--- src/rtl/sdp_scan_driver.sv ---
// Multiplexed seven-segment scanner: frame-snapshotted nibbles, blank gap between digits, per-digit enable/dp.
// Optional brightness PWM in SHOW when SDP_DIM_EN is defined (adds the 'bright' input).
module sdp_scan_driver #(
    parameter int unsigned DIGITS  = 8,
    parameter int unsigned ON_CYC  = 100000,
    parameter int unsigned GAP_CYC = 1000,
    localparam int unsigned SEL_W  = $clog2(DIGITS)
) (
    input  logic                  clk,
    input  logic                  rst,
`ifdef SDP_DIM_EN
    input  logic [3:0]            bright,
`endif
    input  logic [4*DIGITS-1:0]   data,
    input  logic [DIGITS-1:0]     dp,
    input  logic [DIGITS-1:0]     en,
    output logic [DIGITS-1:0]     an,
    output logic [6:0]            seg,
    output logic                  dp_n,
    output logic [SEL_W-1:0]      digit_idx,
    output logic                  frame_tick
);

    localparam int unsigned CNT_MAX = (ON_CYC > GAP_CYC) ? ON_CYC : GAP_CYC;
    localparam int unsigned CNT_W   = $clog2(CNT_MAX + 1);

    typedef enum logic {
        SHOW = 1'b0,
        GAP  = 1'b1
    } state_e;

    state_e               state_q, state_d;
    logic [CNT_W-1:0]     cnt_q, cnt_d;
    logic [SEL_W-1:0]     idx_q, idx_d;
    logic [4*DIGITS-1:0]  data_sh_q, data_sh_d;
    logic [DIGITS-1:0]    dp_sh_q, dp_sh_d;
    logic [DIGITS-1:0]    en_sh_q, en_sh_d;
    logic [DIGITS-1:0]    an_q, an_d;
    logic [6:0]           seg_q, seg_d;
    logic                 dp_n_q, dp_n_d;
    logic                 frame_tick_q, frame_tick_d;
    logic                 drive_ok;

    // Active-low hex decode, segment order {g,f,e,d,c,b,a}
    function automatic logic [6:0] hex_to_seg(input logic [3:0] h);
        logic [6:0] s;
        case (h)
            4'h0: s = 7'h40;
            4'h1: s = 7'h79;
            4'h2: s = 7'h24;
            4'h3: s = 7'h30;
            4'h4: s = 7'h19;
            4'h5: s = 7'h12;
            4'h6: s = 7'h02;
            4'h7: s = 7'h78;
            4'h8: s = 7'h00;
            4'h9: s = 7'h10;
            4'hA: s = 7'h08;
            4'hB: s = 7'h03;
            4'hC: s = 7'h46;
            4'hD: s = 7'h21;
            4'hE: s = 7'h06;
            default: s = 7'h0E;
        endcase
        return s;
    endfunction

`ifdef SDP_DIM_EN
    logic [3:0] pwm_q, pwm_d;
    assign pwm_d    = pwm_q + 4'd1;
    assign drive_ok = (pwm_q <= bright);
`else
    assign drive_ok = 1'b1;
`endif

    // Next-state: slot sequencing, frame snapshot, and registered display drive
    always_comb begin
        state_d      = state_q;
        cnt_d        = cnt_q + CNT_W'(1);
        idx_d        = idx_q;
        data_sh_d    = data_sh_q;
        dp_sh_d      = dp_sh_q;
        en_sh_d      = en_sh_q;
        frame_tick_d = 1'b0;
        an_d         = '1;
        seg_d        = 7'h7F;
        dp_n_d       = 1'b1;

        if (state_q == SHOW) begin
            if (cnt_q == CNT_W'(ON_CYC - 1)) begin
                state_d = GAP;
                cnt_d   = '0;
            end
        end else begin
            if (cnt_q == CNT_W'(GAP_CYC - 1)) begin
                state_d = SHOW;
                cnt_d   = '0;
                if (idx_q == SEL_W'(DIGITS - 1)) begin
                    idx_d        = '0;
                    data_sh_d    = data;
                    dp_sh_d      = dp;
                    en_sh_d      = en;
                    frame_tick_d = 1'b1;
                end else begin
                    idx_d = idx_q + SEL_W'(1);
                end
            end
        end

        // Disabled digits still consume their slot so the duty stays uniform
        if (state_q == SHOW && drive_ok) begin
            for (int i = 0; i < int'(DIGITS); i++) begin
                if (idx_q == SEL_W'(i) && en_sh_q[i]) begin
                    an_d[i] = 1'b0;
                    seg_d   = hex_to_seg(data_sh_q[4*i +: 4]);
                    dp_n_d  = ~dp_sh_q[i];
                end
            end
        end
    end

    // Reset parks in the last GAP cycle of the last digit so release triggers the wrap
    always_ff @(posedge clk) begin
        if (rst) begin
            state_q      <= GAP;
            cnt_q        <= CNT_W'(GAP_CYC - 1);
            idx_q        <= SEL_W'(DIGITS - 1);
            data_sh_q    <= '0;
            dp_sh_q      <= '0;
            en_sh_q      <= '0;
            an_q         <= '1;
            seg_q        <= 7'h7F;
            dp_n_q       <= 1'b1;
            frame_tick_q <= 1'b0;
`ifdef SDP_DIM_EN
            pwm_q        <= 4'd0;
`endif
        end else begin
            state_q      <= state_d;
            cnt_q        <= cnt_d;
            idx_q        <= idx_d;
            data_sh_q    <= data_sh_d;
            dp_sh_q      <= dp_sh_d;
            en_sh_q      <= en_sh_d;
            an_q         <= an_d;
            seg_q        <= seg_d;
            dp_n_q       <= dp_n_d;
            frame_tick_q <= frame_tick_d;
`ifdef SDP_DIM_EN
            pwm_q        <= pwm_d;
`endif
        end
    end

    assign an         = an_q;
    assign seg        = seg_q;
    assign dp_n       = dp_n_q;
    assign frame_tick = frame_tick_q;
    assign digit_idx  = idx_q;

endmodule

--- config.mk ---
export PLATFORM = sky130hd
export DESIGN_NAME = sdp_scan_driver
export DESIGN_NICKNAME = d
export VERILOG_FILES = /design/src/rtl/sdp_scan_driver.sv
export SDC_FILE = /design/constraint.sdc
export NUM_CORES = 1
export LEC_CHECK = 0
export ABC_CLOCK_PERIOD_IN_PS = 3100
export BUFFER_PORTS_ARGS = -buffer_cell sky130_fd_sc_hd__buf_2
export CELL_PAD_IN_SITES_DETAIL_PLACEMENT = 2
export CELL_PAD_IN_SITES_GLOBAL_PLACEMENT = 2
export CORE_ASPECT_RATIO = 1.75
export CORE_MARGIN = 1.5
export CORE_UTILIZATION = 33
export DETAILED_ROUTE_END_ITERATION = 16
export PLACE_DENSITY_LB_ADDON = 0.1
export SYNTH_ARGS = -nofsm -noshare
export SYNTH_HDL_FRONTEND = slang
export SYNTH_SLANG_ARGS = --single-unit
--- constraint.sdc ---
create_clock -name clk -period 3.1 [get_ports clk]
set_clock_uncertainty 0.1 [all_clocks]
set_input_delay 0.62 -clock clk [delete_from_list [all_inputs] [get_ports clk]]
set_output_delay 0.62 -clock clk [all_outputs]
set_load 0.03 [all_outputs]
* Yosys cells after proc, flatten, opt, wreduce, memory -nomap -nowiden
Memory sizes are Yosys's and may differ from the RTL's. A register that Yosys moved wholly into a read port is not among the register bits. Cells that the tools add are included.
Word-level totals: memory bits (read-only) 896, output and inout bits 20, word-level logic and storage cells 100, input bits 50, register bits 86, memories 8
Cells by class: reduce and logical (&&, ||, !) cells 13, muxes and demuxes 48, bitwise operators 10, equal/unequal tests 9, add/subtract/negate cells 2
Memory list:
- (name not given) | words 16, bits a word 7, read ports 1, clocked after memory_dff 1, write ports 0, RTL line 47 | case (h)
- (name not given) | words 16, bits a word 7, read ports 1, clocked after memory_dff 1, write ports 0, RTL line 47
- (name not given) | words 16, bits a word 7, read ports 1, clocked after memory_dff 1, write ports 0, RTL line 47
- (name not given) | words 16, bits a word 7, read ports 1, clocked after memory_dff 1, write ports 0, RTL line 47
- (name not given) | words 16, bits a word 7, read ports 1, clocked after memory_dff 1, write ports 0, RTL line 47
- (name not given) | words 16, bits a word 7, read ports 1, clocked after memory_dff 1, write ports 0, RTL line 47
- +2 memories
Operators with widths (count):
- 2-to-1 mux 4 bit | 16
- 2-to-1 mux 7 bit | 8
- 2-to-1 mux 17 bit | 3
- 2-to-1 mux 1 bit | 20
- adder 17 x 1 -> 17 bit (second input constant) | 1
- == test 17 x 10 -> 1 bit (second input constant) | 1
- == test 17 bit (second input constant) | 1
- == test 3 bit (second input constant) | 4
- NOT 1 bit | 10
- logical AND 1 bit | 8
- == test 3 x 2 -> 1 bit (second input constant) | 2
- adder 3 x 1 -> 3 bit (second input constant) | 1
- == test 3 x 1 -> 1 bit (second input constant) | 1
- logical NOT 3 bit | 1
- 2-to-1 mux 3 bit | 1
- AND reduction 3 bit | 1
- OR reduction 3 bit | 1
- AND reduction 2 bit | 1
- OR reduction 2 bit | 1

* Depth between registers and ports, before layout
Gate-level depths: netlist of the first run.
depth after elaboration 10, gate-level depth with buffers 15, gate-level depth less buffers 11

* Worst setup path before layout of the first run
No wires, ideal clock.
path type register -> register, from reg idx_q[0], in the netlist digit_idx[0], to reg with a tool-made name, path slack -62 ps, data arrival time 2983 ps, path buffers 3, setup time 79 ps, cell stages (with the launch flop) 14, period minus slack after synthesis 3162 ps, path through dfxtp_1 ha_1 ha_1 and3_1 buf_4 nand2_2 buf_2 buf_2 nand2_1 a21oi_1 inv_1 ha_1 or4_1 o211ai_1
RTL lines:
- start, declared | RTL line 34 | logic [SEL_W-1:0] idx_q, idx_d;
- start signal, assigned | RTL line 127 | idx_q <= SEL_W'(DIGITS - 1);
- start signal, assigned | RTL line 141 | idx_q <= idx_d;

==> results by group, run 1 <==
Status
  • Result of the run: completed

GRT
  • Pin count of the biggest net entering global routing: 47
  • Overall fraction of global-route tracks in use: 22.8%
  • Vias in the first global route: 7681
  • Overflow left after global routing: 0
  • Global Route met3 Usage: 3.48%
  • Number of antenna violations at the first check in global routing: 0
  • First-pass GRT wire length: 42200 um
  • Met2 demand-to-capacity share in global routing: 45.4%
  • Gr busiest metal: met2
  • GR Util met1: 22.8%

Critical path
  • Reg2reg setup slack: 0.16 ns
  • Capturing element type of the critical path: flop
  • Required time at the worst-slack endpoint: 3.30 ns
  • CP Data Arrival Time: 3.15 ns
  • Depth of the worst register-to-register path: 11
  • Worst Setup Start Kind: flop
  • Class of the most critical setup path: flop to flop
  • Largest driver fanout on the critical path: 6
  • Origin of the critical flop-to-flop path: cnt_q[1]

STA
  • Number of slew-limit violations in the final report: 0
  • Measured slew at the worst slew-check pin: 1.14 ns
  • Share of the cycle needed by the critical path after routing: 95.0%
  • Worst relative slew slack: around a quarter
  • Smallest setup slack after layout: 0.156 ns
  • Min Tclk post-route: about 2.9 ns
  • Setup Viol. Count Final: 0
  • Number of failing hold endpoints at the final stage: 0
  • Hold_ws: 0.333 ns
  • Max Fclk: ~340 MHz

Route
  • Number of remaining DRC errors: 0
  • Via-per-instance ratio: 5.37
  • Via count: ~7.0k
  • Drt pass-1 iters: 4
  • DRT antenna net count: 0
  • Wire length per cell after detailed routing: 21.2 um
  • Sum of routed wire length over all layers: 27400 um
  • Iteration-0 DRC Markers: 253

Floorplan
  • Placement row count: 74
  • Boundary Pins: 70
  • Starting Density: between 30% and 40%
  • Core area: 23200 um2
  • Die height: 206 um
  • DIE AREA: 24500 um2
  • Horizontal die dimension: 119 um

Clock tree
  • Clock Pin Slew Worst Setup and Hold Paths: 0.07 ns
  • Maximum buffer depth of the clock tree: 2
  • Later-pin clock latency in the skew report: 0.44 ns
  • Number of clock sinks: 142
  • CTS Root Cell: clkbuf_16
  • Number of buffers created by CTS: 17
  • TritonCTS clock tree: built
  • H-tree depth reported by CTS: 4

Yosys
  • Seq cells post-synth: 142
  • Cells taking the most area after synthesis: dfxtp_1 37%, ha_1 8.9%, a21oi_1 5.2%
  • EDFF count, synth: 0
  • Ys Warns: 0
  • Mapped Area: 7760 um2
  • Cell type with the highest aggregate area in the netlist: dfxtp_1
  • Post-synthesis area per instance: roughly 8.8 um2
  • Distinct cell type count of the synthesized netlist: 80
  • Total nets after synthesis: 990
  • Area share of the leading cell type in the synthesized netlist: a little over a third
  • Prevailing post-synth register cell: dfxtp_1
  • Gate count of the mapped netlist: between 800 and 900
  • Sequential fraction of the synthesis area: 36.6%
  • Proportion of synthesized flip-flops having asynchronous set or reset: 0%

Layout
  • Fraction of final layout cells sized beyond drive strength 1: 21.6%
  • Register Area: 2840 um2
  • Final layout net count: 1084
  • FILL cells: 2606
  • Layout Area Growth over Synthesis: 20.6%
  • Count of inserted antenna diode cells: 0
  • Area used by multi-input combinational logic: 4520 um2

Power and ir drop
  • Final Total Pwr: 9.00 mW
  • Clock Power Share: between 20% and 30%
  • Proportion of power drawn by combinational gates: 46.2%
  • Seq pwr share: 28.8%
  • Lkg Pwr: 3.76 nW
  • Cell Pwr Density: between 900 and 1000 nW/um2
  • Internal Pwr Total: 5.31 mW
  • Net load switching power: 3.69 mW
  • Max IR drop VDD: between 0.4 and 0.5 mV
  • Switching part of the total: 41.0%

Worst hold path
  • Hold-critical path depth: 3
  • Hold endpoint: dp_sh_q[0]
  • Class of the most critical hold timing path: primary input to flop
  • Startpoint of the worst hold path: dp[0]

Placement
  • Dpl hpwl: between 20000 and 25000 um
  • Placer Congestion: 0.877
  • Buffers on Ports: 69
  • Setup slack after placement: -0.104 ns

Run
  • Max-cap check violation count: 0
[final cells by class]
cell class	instances	share of cell area, %
repair buffers	125	8.61
clock buffers	20	4.88
inverters	46	1.84
clock inverters	12	1.94
flip-flops and latches	142	30.4
well taps	304	4.06
multi-input cells	647	48.3
[worst max path at each step]
stage,startpoint,end,cells after the start
floorplan,digit_idx[1],flop,13
global placement,cnt_q[1],flop,10
detailed placement,cnt_q[1],flop,10
CTS,cnt_q[1],flop,10
global route,cnt_q[1],flop,11
finish,cnt_q[1],flop,11
[stage by stage]
| stage | instance area, um2 | util [%] | instances | setup TNS, ns |
|---|---|---|---|---|
| final | 9360 | 40.3 | 1296 | 0 |
| after global routing | 9360 | 40.3 | 1296 | -0.00131 |
| after CTS | 9290 | 40.0 | 1291 | 0 |
| after detailed placement | 8640 | 37.2 | 1259 | -0.174 |
| after global placement | 8640 | 37.2 | 1259 | 0 |
| after floorplan | 7770 | - | 885 | 0 |
[logic make-up after synthesis]
| kind of cell | Yosys count | synth area share [%] |
|---|---|---|
| and+or+nand+nor | 277 | 18.6 |
| AOI/OAI and AO/OA | 246 | 21.1 |
| DFF | 142 | 36.6 |
| buffers and inverters | 96 | 5.75 |
| adders and majority gates | 55 | 8.87 |
| muxes | 46 | 6.50 |
| xor gates and xnor gates | 23 | 2.60 |
[routing by layer]
layer,up-vias,wire [um],share of wire (%)
li1,3361,-,-
met1,3480,10500,38
met2,77,15400,56
met3,39,449,1.6
met4,0,1020,3.7
met5,-,0,0
[repair_timing]
item                       4_1_cts  5_1_grt
pin swaps                        0        1
buffers inserted                 0        5
gates resized for setup          3       12
setup endpoints to repair        8       19
hold buffers                     0        0
[critical path: stages (launching register included)]
cell     delay, ns
dfxtp_1       0.36
ha_1          0.20
nor3b_4       0.22
buf_4         0.15
nand4_4       0.16
nor2_4        0.23
buf_4         0.16
nand2_1       0.08
a21oi_2       0.27
inv_1         0.14
ha_1          0.27
mux4_2        0.46
[placed cells by master (no fill, tap or decap), drive strengths merged, types with 8 or more instances in the layout]
cell    count
o211ai     11
o311ai     11
o21ai      47
nand3      48
nor3        8
xor2       12
nand2      95
a31oi       8
dfxtp     142
nand2b     13
and3        8
ha         55
nand4      12
nor2       45
a21oi      92
xnor2      11
o22ai      21
buf       125
and2       12
nor2b       8
inv        49
mux2i      38
clkbuf     20
[cells in the mapped netlist (8+ instances only)]
master and number:
mux2i_1 38, o211ai_1 11, nor3_1 8, nand2b_1 13, nand2_1 93, and2_1 12
xor2_1 12, o22ai_1 21, o311ai_0 8, and3_1 8, inv_1 45, nand4_1 11
xnor2_1 11, buf_2 15, nand3_1 43, a21oi_1 81, dfxtp_1 142, o21ai_0 37
nor2_1 44, buf_4 8, nor2b_1 8, ha_1 55, a31oi_1 8, clkbuf_1 22
[power by group through the flow]
| stage | Combinational [mW] | Sequential, mW | Clock [mW] |
|---|---|---|---|
| after floorplan | 2.60 | 2.59 | 0 |
| after global placement | 3.94 | 2.61 | 0 |
| after detailed placement | 4.08 | 2.63 | 0 |
| after CTS | 4.13 | 2.60 | 2.30 |
| after global routing | 4.54 | 2.65 | 2.37 |
| final | 4.16 | 2.59 | 2.24 |
No activity file was read; power rests on OpenSTA's default activity.
==> run 2, diff against run 1 <==
--- a/config.mk
+++ b/config.mk
@@ -10,7 +10,7 @@
 export CELL_PAD_IN_SITES_DETAIL_PLACEMENT = 2
 export CELL_PAD_IN_SITES_GLOBAL_PLACEMENT = 2
 export CORE_ASPECT_RATIO = 1.75
-export CORE_MARGIN = 1.5
+export CORE_MARGIN = 2
 export CORE_UTILIZATION = 33
 export DETAILED_ROUTE_END_ITERATION = 16
 export PLACE_DENSITY_LB_ADDON = 0.1
==> run 2 against run 1 <==
  * Global-route usage grew 0.35 points
  * Flip-flop and latch count did not move
  * Non-clock buffer count down 6
  * Fmax down 0.44%
  * Cell count decreased by 0.46%
  * Highest routed layer unchanged
==> results by group, run 2 (synthesis gave the netlist of run 1 again) <==
Status
  • Result of the run: completed

GRT
  • Number of antenna violations at the first check in global routing: 0 (unchanged)
  • Pin count of the biggest net entering global routing: 54 (+15%)
  • First-pass GRT wire length: 43600 um (+3.3%)
  • Overall fraction of global-route tracks in use: 23.1% (+0.35 points)
  • Vias in the first global route: 7728 (+0.61%)
  • Overflow left after global routing: 0 (unchanged)

Layout
  • FILL cells: 2616 (+0.38%)
  • Fraction of final layout cells sized beyond drive strength 1: 20.4% (-1.2 points)
  • Commonest non-fill, non-tap cell in the layout: dfxtp_1
  • Final Instance Area: 9230 um2 (-1.4%)
  • Commonest cells after routing, fill and taps aside: 141 x dfxtp_1, 93 x nand2_1, 75 x a21oi_1
  • Count of inserted antenna diode cells: 0 (unchanged)
  • Layout Area Growth over Synthesis: 18.9%
  • Post-layout util: 39.7% (-0.57 points)
  • Final layout net count: 1078 (-0.55%)

Clock tree
  • Setup Fix Bufs, Post-CTS: 0 (unchanged)
  • Number of clock sinks: 142 (unchanged)
  • Maximum buffer depth of the clock tree: 2 (unchanged)
  • CTS Root Cell: clkbuf_16
  • Later-pin clock latency in the skew report: 0.44 ns (about the same)
  • Clock Pin Slew Worst Setup and Hold Paths: 0.06 ns (about the same)
  • Number of buffers created by CTS: 17 (unchanged)
  • H-tree depth reported by CTS: 4 (unchanged)
  • TritonCTS clock tree: built
  • Count of hold buffers inserted by post-cts repair: 0 (unchanged)

Critical path
  • Worst Setup Start Kind: flop
  • Capturing element type of the critical path: flop
  • Timing startpoint of the critical path: digit_idx[1]
  • Reg2reg setup slack: 0.14 ns (about the same)
  • Depth of the worst register-to-register path: 10 (-1)
  • Class of the most critical setup path: flop to flop
  • Largest driver fanout on the critical path: 9 (+3)
  • Required time at the worst-slack endpoint: 3.30 ns (about the same)
  • Origin of the critical flop-to-flop path: digit_idx[1]
  • CP Data Arrival Time: 3.16 ns (about the same)

Power and ir drop
  • Cell Pwr Density: 940 nW/um2 (-2.2%)
  • Lkg Pwr: 3.68 nW (-1.9%)
  • Max IR drop VDD: 0.431 mV (+6.4%)

STA
  • Worst relative slew slack: 23.8% (about the same)
  • Setup Viol. Count Final: 0 (unchanged)
  • Number of slew-limit violations in the final report: 0 (unchanged)
  • Setup repair after global routing missed its margin: no
  • Measured slew at the worst slew-check pin: 1.14 ns (-0.0000537 ns)
  • Min Tclk post-route: 2.96 ns (+0.0129 ns)
  • Share of the cycle needed by the critical path after routing: 95.4% (+0.42 points)
  • Max Fclk: 338 MHz (-0.44%)
  • Number of failing hold endpoints at the final stage: 0 (unchanged)

Route
  • DRT antenna net count: 0 (unchanged)
  • Via-per-instance ratio: 5.36 (-0.14%)
  • Drt pass-1 iters: 4 (unchanged)
  • Number of remaining DRC errors: 0 (unchanged)
  • Wire length per cell after detailed routing: 21.5 um (+1.6%)
  • Sum of routed wire length over all layers: 27700 um (+1.1%)
  • Iteration-0 DRC Markers: 333 (+32%)
  • Via count: 6915 (-0.60%)

Placement
  • Placed Instance Area: 8630 um2 (about the same)
  • Dpl hpwl: 21400 um (+0.58%)
  • Placer Congestion: 0.852 (-2.9%)
  • Buffers on Ports: 69 (unchanged)

Floorplan
  • Die height: 207 um (+0.49%)
  • DIE AREA: 24800 um2 (+1.3%)
  • Boundary Pins: 70 (unchanged)
  • Starting Density: 33.4% (unchanged)
  • Placement row count: 74 (unchanged)
  • Horizontal die dimension: 120 um (+0.84%)
  • Core area: 23200 um2 (unchanged)

Run
  • Max-cap check violation count: 0 (unchanged)

Worst hold path
  • Class of the most critical hold timing path: primary input to flop
## run 2: changes by cell type in the layout (fill, tap and decap cells not counted), moves of 2 or more
cell	delta
clkbuf_1	+3
clkinv_2	+2
nand2_2	-2
inv_6	-2
bufinv_16	-3
buf_4	-6
a21oi_2	-4
clkinvlp_4	+2
a21oi_1	+3
## run 2: repair_timing
item,in CTS,in global routing
gates resized for setup,4,9
pin swaps,0,0
setup endpoints to repair,5,26
endpoints found under the hold margin,0,0
## run 2: critical path, cell delays in order (launching register included)
cell	delay [ns]
dfxtp_1	0.37
ha_1	0.22
ha_2	0.23
and3_1	0.25
and2_4	0.22
buf_4	0.18
nand2_1	0.13
a21oi_4	0.22
inv_1	0.13
ha_1	0.31
mux4_2	0.45
## run 2: power by group
part	total (mW)	internal (mW)	switching [mW]	leakage (nW)
clock network	1.96	1.12	0.836	0.260
logic	4.11	1.54	2.57	2.27
registers	2.61	2.32	0.286	1.15
total	8.67	4.98	3.69	3.68
## run 2: layout make-up
cell class / count / area [um2] / area share (%)
flip-flops and latches: 142 / 2840 / 30.8
clock buffers: 22 / 454 / 4.92
clock inverters: 10 / 90.1 / 0.976
well taps: 304 / 380 / 4.12
multi-input cells: 647 / 4530 / 49.1
repair buffers: 119 / 761 / 8.24
inverters: 46 / 173 / 1.87
## run 2: worst min path at each step
stage	end	startpoint	depth (start not counted)	slack, ns
after floorplan	an[3]	en_sh_q[3]	1	0.29
after global placement	an[3]	en_sh_q[3]	1	0.33
after detailed placement	an[2]	en_sh_q[2]	1	0.34
after CTS	en_sh_q[3]	en[3]	3	0.32
after global routing	en_sh_q[4]	en[4]	3	0.34
final	en_sh_q[3]	en[3]	3	0.34
## run 2: per-layer routing
layer / track usage [%] / vias up / part of all wire [%]
met5: 0 / - / 0
met4: 8.74 / 0 / 2.7
met3: 3.27 / 34 / 2.2
met2: 45.6 / 87 / 57
met1: 24.4 / 3469 / 38
li1: - / 3325 / -
## run 2: per-stage QoR
step	setup WS, ns	total power, mW	setup TNS [ns]	cells	hold WS, ns
finish	0.143	8.67	0	1290	0.336
global placement	0.0543	6.54	0	1258	0.332
detailed placement	-0.0749	6.73	-0.109	1258	0.339
CTS	0.00534	8.74	0	1290	0.317
floorplan	0.0191	5.18	0	885	0.294
global route	0.00801	9.27	0	1290	0.336
==> run 3, diff against run 2 <==
--- a/config.mk
+++ b/config.mk
@@ -11,9 +11,10 @@
 export CELL_PAD_IN_SITES_GLOBAL_PLACEMENT = 2
 export CORE_ASPECT_RATIO = 1.75
 export CORE_MARGIN = 2
-export CORE_UTILIZATION = 33
+export CORE_UTILIZATION = 25
 export DETAILED_ROUTE_END_ITERATION = 16
 export PLACE_DENSITY_LB_ADDON = 0.1
+export SETUP_SLACK_MARGIN = 0.1
 export SYNTH_ARGS = -nofsm -noshare
 export SYNTH_HDL_FRONTEND = slang
 export SYNTH_SLANG_ARGS = --single-unit
==> run 3 against run 2 <==
  * Non-clock buffer count increased by 13
  * Highest routed layer unchanged
  * Critical path type unchanged
  * Combinational power rose by 2%
  * Largest cell class unchanged
  * Critical path depth unchanged
  * Fmax grew 2.4%
  * Total power grew 2.4%
==> results by group, run 3 (synthesis gave the netlist of run 1 again) <==
Route
  • Sum of routed wire length over all layers: 28300 um (+2.1%)
  • Wire length per cell after detailed routing: 20.4 um (-5.3%)
  • Iteration-0 DRC Markers: 213 (-36%)
  • Via count: 6900 (-0.22%)
  • Drt pass-1 iters: 4 (unchanged)
  • DRT antenna net count: 0 (unchanged)
  • Via-per-instance ratio: 4.96 (-7.4%)
  • Number of remaining DRC errors: 0 (unchanged)

STA
  • Smallest setup slack after layout: 0.214 ns (+0.0702 ns)
  • Number of slew-limit violations in the final report: 0 (unchanged)
  • Measured slew at the worst slew-check pin: 0.723 ns (-0.416 ns)
  • Worst relative slew slack: 51.8% (+28 points)
  • Share of the cycle needed by the critical path after routing: 93.1% (-2.3 points)
  • Setup repair after global routing missed its margin: yes
  • Number of failing hold endpoints at the final stage: 0 (unchanged)
  • Min Tclk post-route: 2.89 ns (-0.0702 ns)
  • Max Fclk: 346 MHz (+2.4%)
  • Setup Viol. Count Final: 0 (unchanged)

Layout
  • Final layout net count: 1091 (+1.2%)
  • Layout Area Growth over Synthesis: 22.7%
  • Commonest non-fill, non-tap cell in the layout: dfxtp_1
  • Area used by multi-input combinational logic: 4550 um2 (+0.44%)
  • Post-layout util: 31.1% (-8.6 points)
  • Count of inserted antenna diode cells: 0 (unchanged)
  • FILL cells: 3500 (+34%)
  • Register Area: 2850 um2 (about the same)
  • Fraction of final layout cells sized beyond drive strength 1: 22.7% (+2.3 points)
  • Commonest cells after routing, fill and taps aside: 139 x dfxtp_1, 92 x nand2_1, 73 x a21oi_1

Clock tree
  • Clock Pin Slew Worst Setup and Hold Paths: 0.07 ns (about the same)
  • CTS Root Cell: clkbuf_16
  • Maximum buffer depth of the clock tree: 2 (unchanged)
  • H-tree depth reported by CTS: 4 (unchanged)
  • Count of hold buffers inserted by post-cts repair: 0 (unchanged)
  • Later-pin clock latency in the skew report: 0.45 ns (about the same)
  • Number of buffers created by CTS: 17 (unchanged)
  • TritonCTS clock tree: built
  • Number of clock sinks: 142 (unchanged)

Floorplan
  • Boundary Pins: 70 (unchanged)
  • Horizontal die dimension: 137 um (+14%)
  • Starting Density: 25.3% (-8.1 points)
  • Die height: 237 um (+15%)
  • Placement row count: 85 (+15%)
  • Core area: 30600 um2 (+32%)
  • DIE AREA: 32500 um2 (+31%)

GRT
  • Vias in the first global route: 7677 (-0.66%)
  • Pin count of the biggest net entering global routing: 48 (-11%)
  • Overflow left after global routing: 0 (unchanged)
  • Overall fraction of global-route tracks in use: 18.3% (-4.8 points)
  • Number of antenna violations at the first check in global routing: 0 (unchanged)
  • First-pass GRT wire length: 44300 um (+1.6%)

Power and ir drop
  • Max IR drop VDD: 0.505 mV (+17%)
  • Cell Pwr Density: 932 nW/um2 (-0.77%)
  • Lkg Pwr: 3.78 nW (+2.7%)

Critical path
  • Largest driver fanout on the critical path: 18 (+9)
  • Required time at the worst-slack endpoint: 3.32 ns (+0.02 ns)
  • Worst Setup Start Kind: flop
  • Capturing element type of the critical path: flop
  • Reg2reg setup slack: 0.21 ns (+0.07 ns)
  • Class of the most critical setup path: flop to flop
  • CP Data Arrival Time: 3.11 ns (-0.05 ns)

Placement
  • Setup slack after placement: -0.00287 ns (+0.0720 ns)
  • Dpl hpwl: 22200 um (+3.8%)
  • Buffers on Ports: 69 (unchanged)
  • Placer Congestion: 0.784 (-8.0%)

Run
  • Max-cap check violation count: 0 (unchanged)

Worst hold path
  • Class of the most critical hold timing path: primary input to flop

Status
  • Result of the run: completed
[run 3: cell type report]
class                   count  area share [%]
clock buffers              19            4.65
clock inverters            13            1.46
inverters                  46            1.81
multi-input cells         647            47.8
flip-flops and latches    142            29.9
well taps                 391            5.14
repair buffers            132            9.28
[run 3: timing repair]
action	CTS	global route
pin swaps	0	3
endpoints found under the setup margin	15	23
gates resized for setup	7	15
setup buffers	0	5
[run 3: stage by stage]
step	area [um2]	cells	total power [mW]	setup TNS [ns]	hold slack, ns
floorplan	7770	885	5.20	0	0.294
global placement	8820	1353	6.73	0	0.338
detailed placement	8820	1353	6.79	-0.00447	0.346
CTS	9420	1385	8.97	0	0.289
global route	9520	1390	9.56	0	0.321
finish	9520	1390	8.88	0	0.312
[run 3: metal layers]
layer | up-vias | share of wire [%] | GRT usage [%]
met5 | - | 0 | 0
met4 | 0 | 3.0 | 7.59
met3 | 39 | 1.8 | 2.40
met2 | 72 | 56 | 35.4
met1 | 3432 | 39 | 19.3
li1 | 3357 | - | -
[run 3: worst max-delay path, cell delays in order (launching register included)]
cell,delay [ns]
dfxtp_1,0.37
ha_1,0.19
nor3b_4,0.26
and3_4,0.28
and2_2,0.20
buf_12,0.16
nand2_1,0.10
a21oi_2,0.23
inv_2,0.10
ha_1,0.31
mux4_2,0.45
[run 3: worst paths after layout]
check              from    endpoint  depth (start not counted)
max            cnt_q[1]        flop                         10
min               dp[7]  dp_sh_q[7]                          3
min reg2reg  dp_sh_q[4]  dp_sh_q[4]                          2
max reg2reg    cnt_q[1]        flop                         10
[run 3: power by group]
part	internal, mW	leakage, nW	switching, mW	total (mW)
clock network	1.21	0.283	0.872	2.08
logic	1.64	2.35	2.56	4.20
registers	2.32	1.15	0.281	2.60
